===== config.mk =====
export PLATFORM = sky130hd
export DESIGN_NAME = pon_config_commit
export DESIGN_NICKNAME = d
export VERILOG_FILES = /design/src/rtl/pon_cfg_pkg.sv /design/src/rtl/pon_config_commit_stable_sync.sv /design/src/rtl/pon_config_commit.sv
export SDC_FILE = /design/constraint.sdc
export NUM_CORES = 1
export LEC_CHECK = 0
export BUFFER_PORTS_ARGS = -buffer_cell sky130_fd_sc_hd__buf_2
export CAP_MARGIN = 20
export CORE_MARGIN = 2
export CORE_UTILIZATION = 55
export CTS_CLUSTER_SIZE = 24
export DETAILED_ROUTE_END_ITERATION = 7
export GPL_TIMING_DRIVEN = 0
export PLACE_DENSITY = 0.85
export SETUP_SLACK_MARGIN = 0.1
export SLEW_MARGIN = 20
export SYNTH_ARGS = -nofsm -noshare
export SYNTH_HDL_FRONTEND = slang
export SYNTH_SLANG_ARGS = --single-unit

===== constraint.sdc =====
create_clock -name hb0_gtwiz_userclk_tx_usrclk2_int -period 6.2 [get_ports hb0_gtwiz_userclk_tx_usrclk2_int]
set_input_delay 0.93 -clock hb0_gtwiz_userclk_tx_usrclk2_int [delete_from_list [all_inputs] [get_ports hb0_gtwiz_userclk_tx_usrclk2_int]]
set_output_delay 0.93 -clock hb0_gtwiz_userclk_tx_usrclk2_int [all_outputs]
set_load 0.01 [all_outputs]

===== src/rtl/pon_cfg_pkg.sv =====
// Shared types and constants for the PON datapath configuration commit path.
package pon_cfg_pkg;

    localparam int unsigned CFG_NUM_CH = 3;
    localparam int unsigned CFG_DATA_W = 32;
    localparam int unsigned CFG_VEC_W  = CFG_NUM_CH * CFG_DATA_W;

    // Channel indices within the packed configuration vector
    localparam int unsigned CH_PRE_LEN = 0;
    localparam int unsigned CH_PRE_PAT = 1;
    localparam int unsigned CH_FRTRAIL = 2;

    localparam logic [CFG_DATA_W-1:0] DEF_PRE_LEN = 32'd64;
    localparam logic [CFG_DATA_W-1:0] DEF_PRE_PAT = 32'h5555_5555;
    localparam logic [CFG_DATA_W-1:0] DEF_FRTRAIL = 32'hA5A5_A5A5;

    localparam logic [CFG_VEC_W-1:0] DEF_CFG_VEC = {DEF_FRTRAIL, DEF_PRE_PAT, DEF_PRE_LEN};
    localparam logic [CFG_VEC_W-1:0] DEF_MIN_VEC = {32'h0000_0000, 32'h0000_0000, 32'd8};
    localparam logic [CFG_VEC_W-1:0] DEF_MAX_VEC = {32'hFFFF_FFFF, 32'hFFFF_FFFF, 32'd256};

    typedef enum logic [1:0] {
        IDLE    = 2'd0,
        SETTLE  = 2'd1,
        PENDING = 2'd2,
        COMMIT  = 2'd3
    } cfg_state_e;

endpackage


===== src/rtl/pon_config_commit_stable_sync.sv =====
// Two-flop synchroniser feeding a candidate register with a saturating stability counter.
module cfg_stable_sync #(
    parameter int unsigned WIDTH         = 96,
    parameter int unsigned STABLE_CYCLES = 8
) (
    input  logic             clk,
    input  logic             rst_n,
    input  logic [WIDTH-1:0] raw,
    output logic [WIDTH-1:0] candidate,
    output logic             change_c,
    output logic             stable_c
);

    localparam int unsigned      CNT_W   = 8;
    localparam logic [CNT_W-1:0] CNT_MAX = CNT_W'(STABLE_CYCLES);

    logic [WIDTH-1:0] sync_meta;
    logic [WIDTH-1:0] sync_vec;
    logic [CNT_W-1:0] stable_cnt;

    always_ff @(posedge clk or negedge rst_n) begin
        if (!rst_n) begin
            sync_meta <= '0;
            sync_vec  <= '0;
        end else begin
            sync_meta <= raw;
            sync_vec  <= sync_meta;
        end
    end

    assign change_c = (sync_vec != candidate);
    assign stable_c = (stable_cnt == CNT_MAX);

    // Any difference restarts the stability window
    always_ff @(posedge clk or negedge rst_n) begin
        if (!rst_n) begin
            candidate  <= '0;
            stable_cnt <= '0;
        end else if (change_c) begin
            candidate  <= sync_vec;
            stable_cnt <= '0;
        end else if (stable_cnt != CNT_MAX) begin
            stable_cnt <= stable_cnt + CNT_W'(1);
        end
    end

endmodule


===== src/rtl/pon_config_commit.sv =====
// Filters, clamps and atomically commits VIO configuration words on a frame boundary.
module pon_config_commit
    import pon_cfg_pkg::*;
#(
    parameter int unsigned                  NUM_CH        = 3,
    parameter int unsigned                  DATA_W        = 32,
    parameter int unsigned                  STABLE_CYCLES = 8,
    parameter logic [NUM_CH*DATA_W-1:0]     DEFAULT_VEC   = DEF_CFG_VEC,
    parameter logic [NUM_CH*DATA_W-1:0]     MIN_VEC       = DEF_MIN_VEC,
    parameter logic [NUM_CH*DATA_W-1:0]     MAX_VEC       = DEF_MAX_VEC
) (
    input  logic                     hb0_gtwiz_userclk_tx_usrclk2_int,
    input  logic                     hb0_gtwiz_reset_all_n_int,
    input  logic [NUM_CH*DATA_W-1:0] cfg_raw_in,
    input  logic                     frame_boundary_in,
    input  logic                     commit_enable_in,
    output logic [NUM_CH*DATA_W-1:0] cfg_active_out,
    output logic                     cfg_pending_out,
    output logic                     cfg_update_pulse_out,
    output logic [NUM_CH-1:0]        cfg_clamped_out,
    output logic [15:0]              cfg_commit_cnt_out
);

    localparam int unsigned VEC_W = NUM_CH * DATA_W;

    logic clk;
    logic rst_n;
    assign clk   = hb0_gtwiz_userclk_tx_usrclk2_int;
    assign rst_n = hb0_gtwiz_reset_all_n_int;

    logic [VEC_W-1:0]  candidate;
    logic              change_c;
    logic              stable_c;
    logic [VEC_W-1:0]  cand_clamped;
    logic [NUM_CH-1:0] clamp_flags;
    logic              settle_match;
    logic [VEC_W-1:0]  shadow;
    logic [15:0]       commit_cnt;
    logic              upd_d;
    logic              chg_seen;

    cfg_state_e state;
    cfg_state_e state_nxt;

    logic accept;
    logic drop;
    logic do_commit;
    logic mark_chg;

    cfg_stable_sync #(
        .WIDTH         (VEC_W),
        .STABLE_CYCLES (STABLE_CYCLES)
    ) u_stable_sync (
        .clk       (clk),
        .rst_n     (rst_n),
        .raw       (cfg_raw_in),
        .candidate (candidate),
        .change_c  (change_c),
        .stable_c  (stable_c)
    );

    // Unsigned per-channel range clamp of the candidate
    always_comb begin
        cand_clamped = candidate;
        clamp_flags  = '0;
        for (int unsigned k = 0; k < NUM_CH; k++) begin
            if (candidate[k*DATA_W +: DATA_W] < MIN_VEC[k*DATA_W +: DATA_W]) begin
                cand_clamped[k*DATA_W +: DATA_W] = MIN_VEC[k*DATA_W +: DATA_W];
                clamp_flags[k]                   = 1'b1;
            end else if (candidate[k*DATA_W +: DATA_W] > MAX_VEC[k*DATA_W +: DATA_W]) begin
                cand_clamped[k*DATA_W +: DATA_W] = MAX_VEC[k*DATA_W +: DATA_W];
                clamp_flags[k]                   = 1'b1;
            end
        end
    end

    assign settle_match = (cand_clamped == cfg_active_out);

    always_ff @(posedge clk or negedge rst_n) begin
        if (!rst_n) state <= IDLE;
        else        state <= state_nxt;
    end

    always_comb begin
        state_nxt = state;
        case (state)
            IDLE: begin
                if (change_c) state_nxt = SETTLE;
            end
            SETTLE: begin
                if (!change_c && stable_c) state_nxt = settle_match ? IDLE : PENDING;
            end
            PENDING: begin
                if (frame_boundary_in && commit_enable_in) state_nxt = COMMIT;
                else if (change_c)                         state_nxt = SETTLE;
            end
            COMMIT: begin
                state_nxt = (change_c || chg_seen) ? SETTLE : IDLE;
            end
            default: state_nxt = IDLE;
        endcase
    end

    always_comb begin
        accept    = 1'b0;
        drop      = 1'b0;
        do_commit = 1'b0;
        mark_chg  = 1'b0;
        case (state)
            SETTLE:  accept    = !change_c && stable_c && !settle_match;
            PENDING: begin
                drop     = !(frame_boundary_in && commit_enable_in) && change_c;
                mark_chg = frame_boundary_in && commit_enable_in && change_c;
            end
            COMMIT:  do_commit = 1'b1;
            default: ;
        endcase
    end

    // Shadow/active registers; a change seen at the commit boundary is remembered for COMMIT
    always_ff @(posedge clk or negedge rst_n) begin
        if (!rst_n) begin
            shadow               <= DEFAULT_VEC;
            cfg_active_out       <= DEFAULT_VEC;
            cfg_pending_out      <= 1'b0;
            cfg_clamped_out      <= '0;
            commit_cnt           <= '0;
            upd_d                <= 1'b0;
            cfg_update_pulse_out <= 1'b0;
            chg_seen             <= 1'b0;
        end else begin
            upd_d                <= do_commit;
            cfg_update_pulse_out <= upd_d;
            chg_seen             <= mark_chg;
            if (accept) begin
                shadow          <= cand_clamped;
                cfg_clamped_out <= clamp_flags;
                cfg_pending_out <= 1'b1;
            end else if (drop || do_commit) begin
                cfg_pending_out <= 1'b0;
            end
            if (do_commit) begin
                cfg_active_out <= shadow;
                commit_cnt     <= commit_cnt + 16'd1;
            end
        end
    end

    assign cfg_commit_cnt_out = commit_cnt;

endmodule

; After elaboration in Yosys (flattened, before gate mapping)
; Index checks and enable logic that the tools add are counted.
[classes]
n_reduce_logical = 13
n_mux = 26
addsub = 2
n_lt_le_gt_ge = 6
eq_ne = 8
[op_table]
columns = operator, n
row1 = 2-to-1 mux 32 bit, 6
row2 = equality test 96 bit, 1
row3 = inequality test 96 bit, 1
row4 = "greater-than comparator 32 bit, second input constant", 2
row5 = "less-than comparator 32 x 1 -> 1 bit, second input constant", 2
row6 = "greater-than comparator 32 x 9 -> 1 bit, second input constant", 1
row7 = "less-than comparator 32 x 4 -> 1 bit, second input constant", 1
row8 = "adder 16 x 1 -> 16 bit, second input constant", 1
row9 = 2-to-1 mux 8 bit, 2
row10 = 2-to-1 mux 1 bit, 13
row11 = "adder 8 x 1 -> 8 bit, second input constant", 1
row12 = "equality test 8 x 4 -> 1 bit, second input constant", 1
row13 = 2-to-1 mux 2 bit, 4
row14 = "inequality test 8 x 4 -> 1 bit, second input constant", 1
row15 = one-hot mux 2 bit (4 select lines), 1
row16 = logical AND 1 bit, 5
row17 = "equality test 2 bit, second input constant", 2
row18 = nonzero test 2 bit, 2
row19 = logical NOT 1 bit, 3
row20 = "equality test 2 x 1 -> 1 bit, second input constant", 1
row21 = logical NOT 2 bit, 1
row22 = logical OR 1 bit, 2
row23 = "inequality test 2 bit, second input constant", 1
[totals]
out_inout_bits = 117
wordCells = 68
regBits = 513

; Longest topological paths before layout
[logic_depth]
ltp_word = 8
depth_mapped = 10
mapped_depth_nobuf = 7

; Modules after synthesis
; A second synthesis with hierarchy kept.
[unflattened]
hier_cells = 1396
hier_area_um2 = 18172.4
[modules_own_cells]
columns = module, n_inst, cells_each, area_each_um2
row1 = pon_config_commit, 1, 843, 9130.0
row2 = cfg_stable_sync, 1, 553, 9042.4

; Worst setup path before layout
; Ideal clock, no wire load.
[synth_timing]
path_type = reg2reg
start = register u_stable_sync.candidate[20]
end = register cfg_clamped_out[0]
required_ns = 6.075
setup_ns = 0.125
arrival_ns = 2.651
path_stages_with_launch = 10
path_buffers = 2
slack_ns = 3.424
cell_sequence = dfrtp_1 > nor4_1 > nand4_1 > or3_1 > clkbuf_1 > mux2i_1 > a2bb2oi_2 > a311oi_4 > buf_2 > mux2_2
[synth_between]
elab_chain_cells = 7
word_cells_on_any_way = 13
cone_classes = 2 x order compare / 2 x eq/ne / 5 x mux / 4 x reduce/logical
[synth_lines]
columns = element, line_no
row1 = start: declaration, pon_config_commit_stable_sync.sv:9  ; output logic [WIDTH-1:0] candidate,
row2 = start signal: assignment, pon_config_commit_stable_sync.sv:40  ; candidate <= sync_vec;
row3 = greater-than comparator 32 x 9 -> 1 bit, pon_config_commit.sv:70  ; end else if (candidate[k*DATA_W +: DATA_W] > MAX_VEC[k*DATA_W +: DATA_W]) begin
row4 = 2-to-1 mux 32 bit, pon_config_commit.sv:70
row5 = 2-to-1 mux 32 bit, pon_config_commit.sv:67  ; if (candidate[k*DATA_W +: DATA_W] < MIN_VEC[k*DATA_W +: DATA_W]) begin
row6 = equality test 96 bit, pon_config_commit.sv:77  ; assign settle_match = (cand_clamped == cfg_active_out);
row7 = logical NOT 1 bit, pon_config_commit.sv:110  ; SETTLE: accept = !change_c && stable_c && !settle_match;
row8 = logical AND 1 bit, pon_config_commit.sv:110
row9 = 2-to-1 mux 1 bit, pon_config_commit.sv:109  ; case (state)
row10 = end signal: assignment, pon_config_commit.sv:137  ; cfg_clamped_out <= clamp_flags;
row11 = end: declaration, pon_config_commit.sv:20  ; output logic [NUM_CH-1:0] cfg_clamped_out,
; Parallel ways exist; a longest one is shown, timed or not.
; A chain may end at the register's enable or synchronous reset.

; Worst setup path in the final report
[layout_timing]
start = register u_stable_sync.candidate[20]
end = register shadow[57]
[layout_between]
elab_chain_cells = 7
word_cells_on_any_way = 11
cone_classes = 2 x order compare / 2 x eq/ne / 3 x mux / 4 x reduce/logical
[layout_lines]
columns = element, line_no
row1 = greater-than comparator 32 x 9 -> 1 bit, pon_config_commit.sv:70
row2 = 2-to-1 mux 32 bit, pon_config_commit.sv:70
row3 = 2-to-1 mux 32 bit, pon_config_commit.sv:67
row4 = equality test 96 bit, pon_config_commit.sv:77
row5 = logical NOT 1 bit, pon_config_commit.sv:110
row6 = logical AND 1 bit *, pon_config_commit.sv:110
row7 = 2-to-1 mux 1 bit *, pon_config_commit.sv:109
row8 = end signal: assignment, pon_config_commit.sv:136  ; shadow <= cand_clamped;
row9 = end: declaration, pon_config_commit.sv:37  ; logic [VEC_W-1:0] shadow;
; Mark *: on every way between the ends. The rest lies on a longest branch, timed or not.

==> impl_metrics.ini <==
[status]
status = finished clean

[die]
initial_utilization_pct = 55.9
die_x_um = 186
rows = 66
fp.dieH_um = 186
io_pins = 217
die-area_um2 = 34500
core-area_um2 = 32500

[clock_tree]
htree_levels = 2
insertion_delay_ns = 0.57
post-cts-setup-buffer-count = 0
hold_buffers = 0
clock-sinks = 511
numCtsBuffers = 49
cts_tree = yes
cts-root-buf = clkbuf_16
path_clk_slew_ns = 0.06
post_cts_resized = 0
clockBufferDepth = 3

[sta]
fmax_mhz = 234
hold_viol_final = 0
tightest_slew_ns = 0.886
finClkSkew_ns = 0.0222
setup_tns_ns = 0
slew_violations = 0
post-route-period-util_pct = 68.9
setup_ws_ns = 1.93
setup_viol = 0
slew_headroom_pct = 40.4
timing.hold.ws_ns = 0.339
rsz0062_at_grt = false
timing.final.crit_period_ns = 4.27

[synthesis]
yosys_register_bits = 511
synth.area.top_cells = dfrtp_1, dfstp_2, nand2_1, xor2_1, mux2_2
synthTopCellsByCount = dfrtp_1, nand2_1, xor2_1
seq_area_frac_synth_pct = 70.8
ys.warnings.count = 0
async_flop_share_pct = 100
synthCells = 1396
synth-main-ff-cell = dfrtp_1
synth_cell_types = 50
yosysTopAreaCell = dfrtp_1
synth_top_area_share_pct = 61.3
synth_edf_count = 0
syn_area_um2 = 18200
syn_area_per_cell_um2 = 13.0
post-synth-top-count-cell = dfrtp_1

[global_route]
grt_pass1_wl_mm = 66.4
grt_antenna_before_repair = 2
grt_max_degree = 109
gr-total-overflow = 0
grt_pass1_vias = 11800
grt_usage_pct = 26.0

[setup_path]
critPathLaunchType = flip-flop
required_ns = 6.64
cp_cell_sequence = nor4_1 -> nand4_1 -> or3_1 -> clkbuf_1 -> mux2i_1 -> a2bb2oi_2 -> a311oi_4 -> buf_2 -> mux2_2
crit_fanout = 10
slowest_stage = nor4_1
max_stage_delay_ns = 0.68
cp-end-kind = flip-flop
crit_type = flip-flop to flip-flop
cp_data_arrival_time_ns = 4.71

[routing]
routed_via_density = 5.26
drt-total-wl_mm = 43.4
drtPass1Iterations = 5
drt.antenna.violating_nets = 0
drc = 0
drtIter0Drc = 822
detail_route.wl_per_cell_um = 20.2
vias = 11300

[power]
ir_drop_v = 0.000247
powerDensity_nw_per_um2 = 321
p_leak_nw = 10.6

[finish]
synthToLayoutAreaGrowth_pct = 19.5
antenna_cells = 0
fin_nets = 1770
layout-drive-gt1-share_pct = 26.8

[place]
post-place-ws_ns = 2.00
io_buffers = 214
gp_congestion = 0.854
dp_hpwl_mm = 29.4

[flow_run]
drv_cap = 0

[hold_path]
hold_class = primary input to async pin
metrics by stage:
| stage | util, % | cell area, um2 | cells | power, mW |
|---|---|---|---|---|
| 4_1_cts | 66.8 | 21700 | 2150 | 7.01 |
| 3_5_place_dp | 61.3 | 20000 | 2058 | 3.79 |
| 6_report | 66.8 | 21700 | 2150 | 6.98 |
| 2_1_floorplan | - | 18200 | 1397 | 3.63 |
| 5_1_grt | 66.8 | 21700 | 2150 | 7.20 |
| 3_3_place_gp | 60.9 | 19800 | 2053 | 3.77 |
where the power goes:
part           leakage, nW  internal, mW  total [mW]  switching (mW)
Combinational         3.49        0.0918       0.227           0.135
Clock                0.871          1.96        3.24            1.28
Sequential            6.23          3.43        3.51          0.0777
flip-flops by register name (all words and copies together) (netlist names):
register / flops
u_stable_sync.stable_cnt: 8
u_stable_sync.sync_meta: 96
state: 2
u_stable_sync.sync_vec: 96
chg_seen: 1
cfg_clamped_out: 1
cfg_commit_cnt_out: 16
u_stable_sync.candidate: 96
shadow: 96
cfg_update_pulse_out: 1
upd_d: 1
cfg_pending_out: 1
cfg_active_out: 96
metal layers:
metal / global-route usage [%] / part of all wire (%) / up-vias / routed length [um]
met5: 0 / 0.053 / - / 23
met4: 11.7 / 4.3 / 4 / 1860
met3: 6.65 / 8.1 / 109 / 3500
met2: 43.3 / 49 / 480 / 21300
met1: 32.0 / 38 / 5711 / 16700
li1: - / - / 4997 / -
area by class of cell:
class | count | area (um2)
Buffer | 133 | 531
Inverter | 14 | 52.6
Fill cell | 2269 | 10800
Timing Repair Buffer | 219 | 1220
Clock inverter | 29 | 395
Tap cell | 442 | 553
Multi-Input combinational cell | 739 | 4730
Sequential cell | 511 | 12900
Clock buffer | 63 | 1380
layout by cell type (no fill, tap or decap), types with 23 or more instances in the layout:
cell         n
buf_2      220
clkbuf_1   123
clkbuf_16   51
dfrtp_1    445
dfstp_2     66
mux2_2      71
nand2_1    300
nand4_1     23
nor2b_1     25
nor4_1      42
xnor2_1     63
xor2_1     120
critical path, delay by kind of cell (launching register included):
kind	cells	cell delay, ns
AO/OA/AOI/OAI	2	0.84
buffers and inverters	2	0.66
flip-flops	1	0.40
multiplexers	2	0.58
AND/OR/NAND/NOR	3	1.66
path summary, 6_finish.rpt:
check	startpoint	endpoint	slack, ns	cells after the start
worst min register to register	u_stable_sync.sync_meta[30]	u_stable_sync.sync_vec[30]	0.34	0
worst max-delay path	u_stable_sync.candidate[20]	shadow[57]	1.93	9
max in group asynchronous	hb0_gtwiz_reset_all_n_int	cfg_active_out[62]	4.55	3
worst min-delay path	hb0_gtwiz_reset_all_n_int	cfg_active_out[9]	0.34	1
worst max register to register	u_stable_sync.candidate[20]	shadow[57]	1.93	9
min in group hb0_gtwiz_userclk_tx_usrclk2_int	u_stable_sync.sync_meta[30]	u_stable_sync.sync_vec[30]	0.34	0
cells by family after synthesis:
kind of cell / after synthesis / synth area share, %
buffers and inverters: 147 / 3.21
muxes: 77 / 4.73
adders and majority gates: 3 / 0.207
AOI/OAI and AO/OA: 28 / 1.25
other: 1 / 0.0206
and+or+nand+nor: 446 / 11.0
DFF: 511 / 70.8
xor gates and xnor gates: 183 / 8.82
No activity file was read; power rests on OpenSTA's default activity.
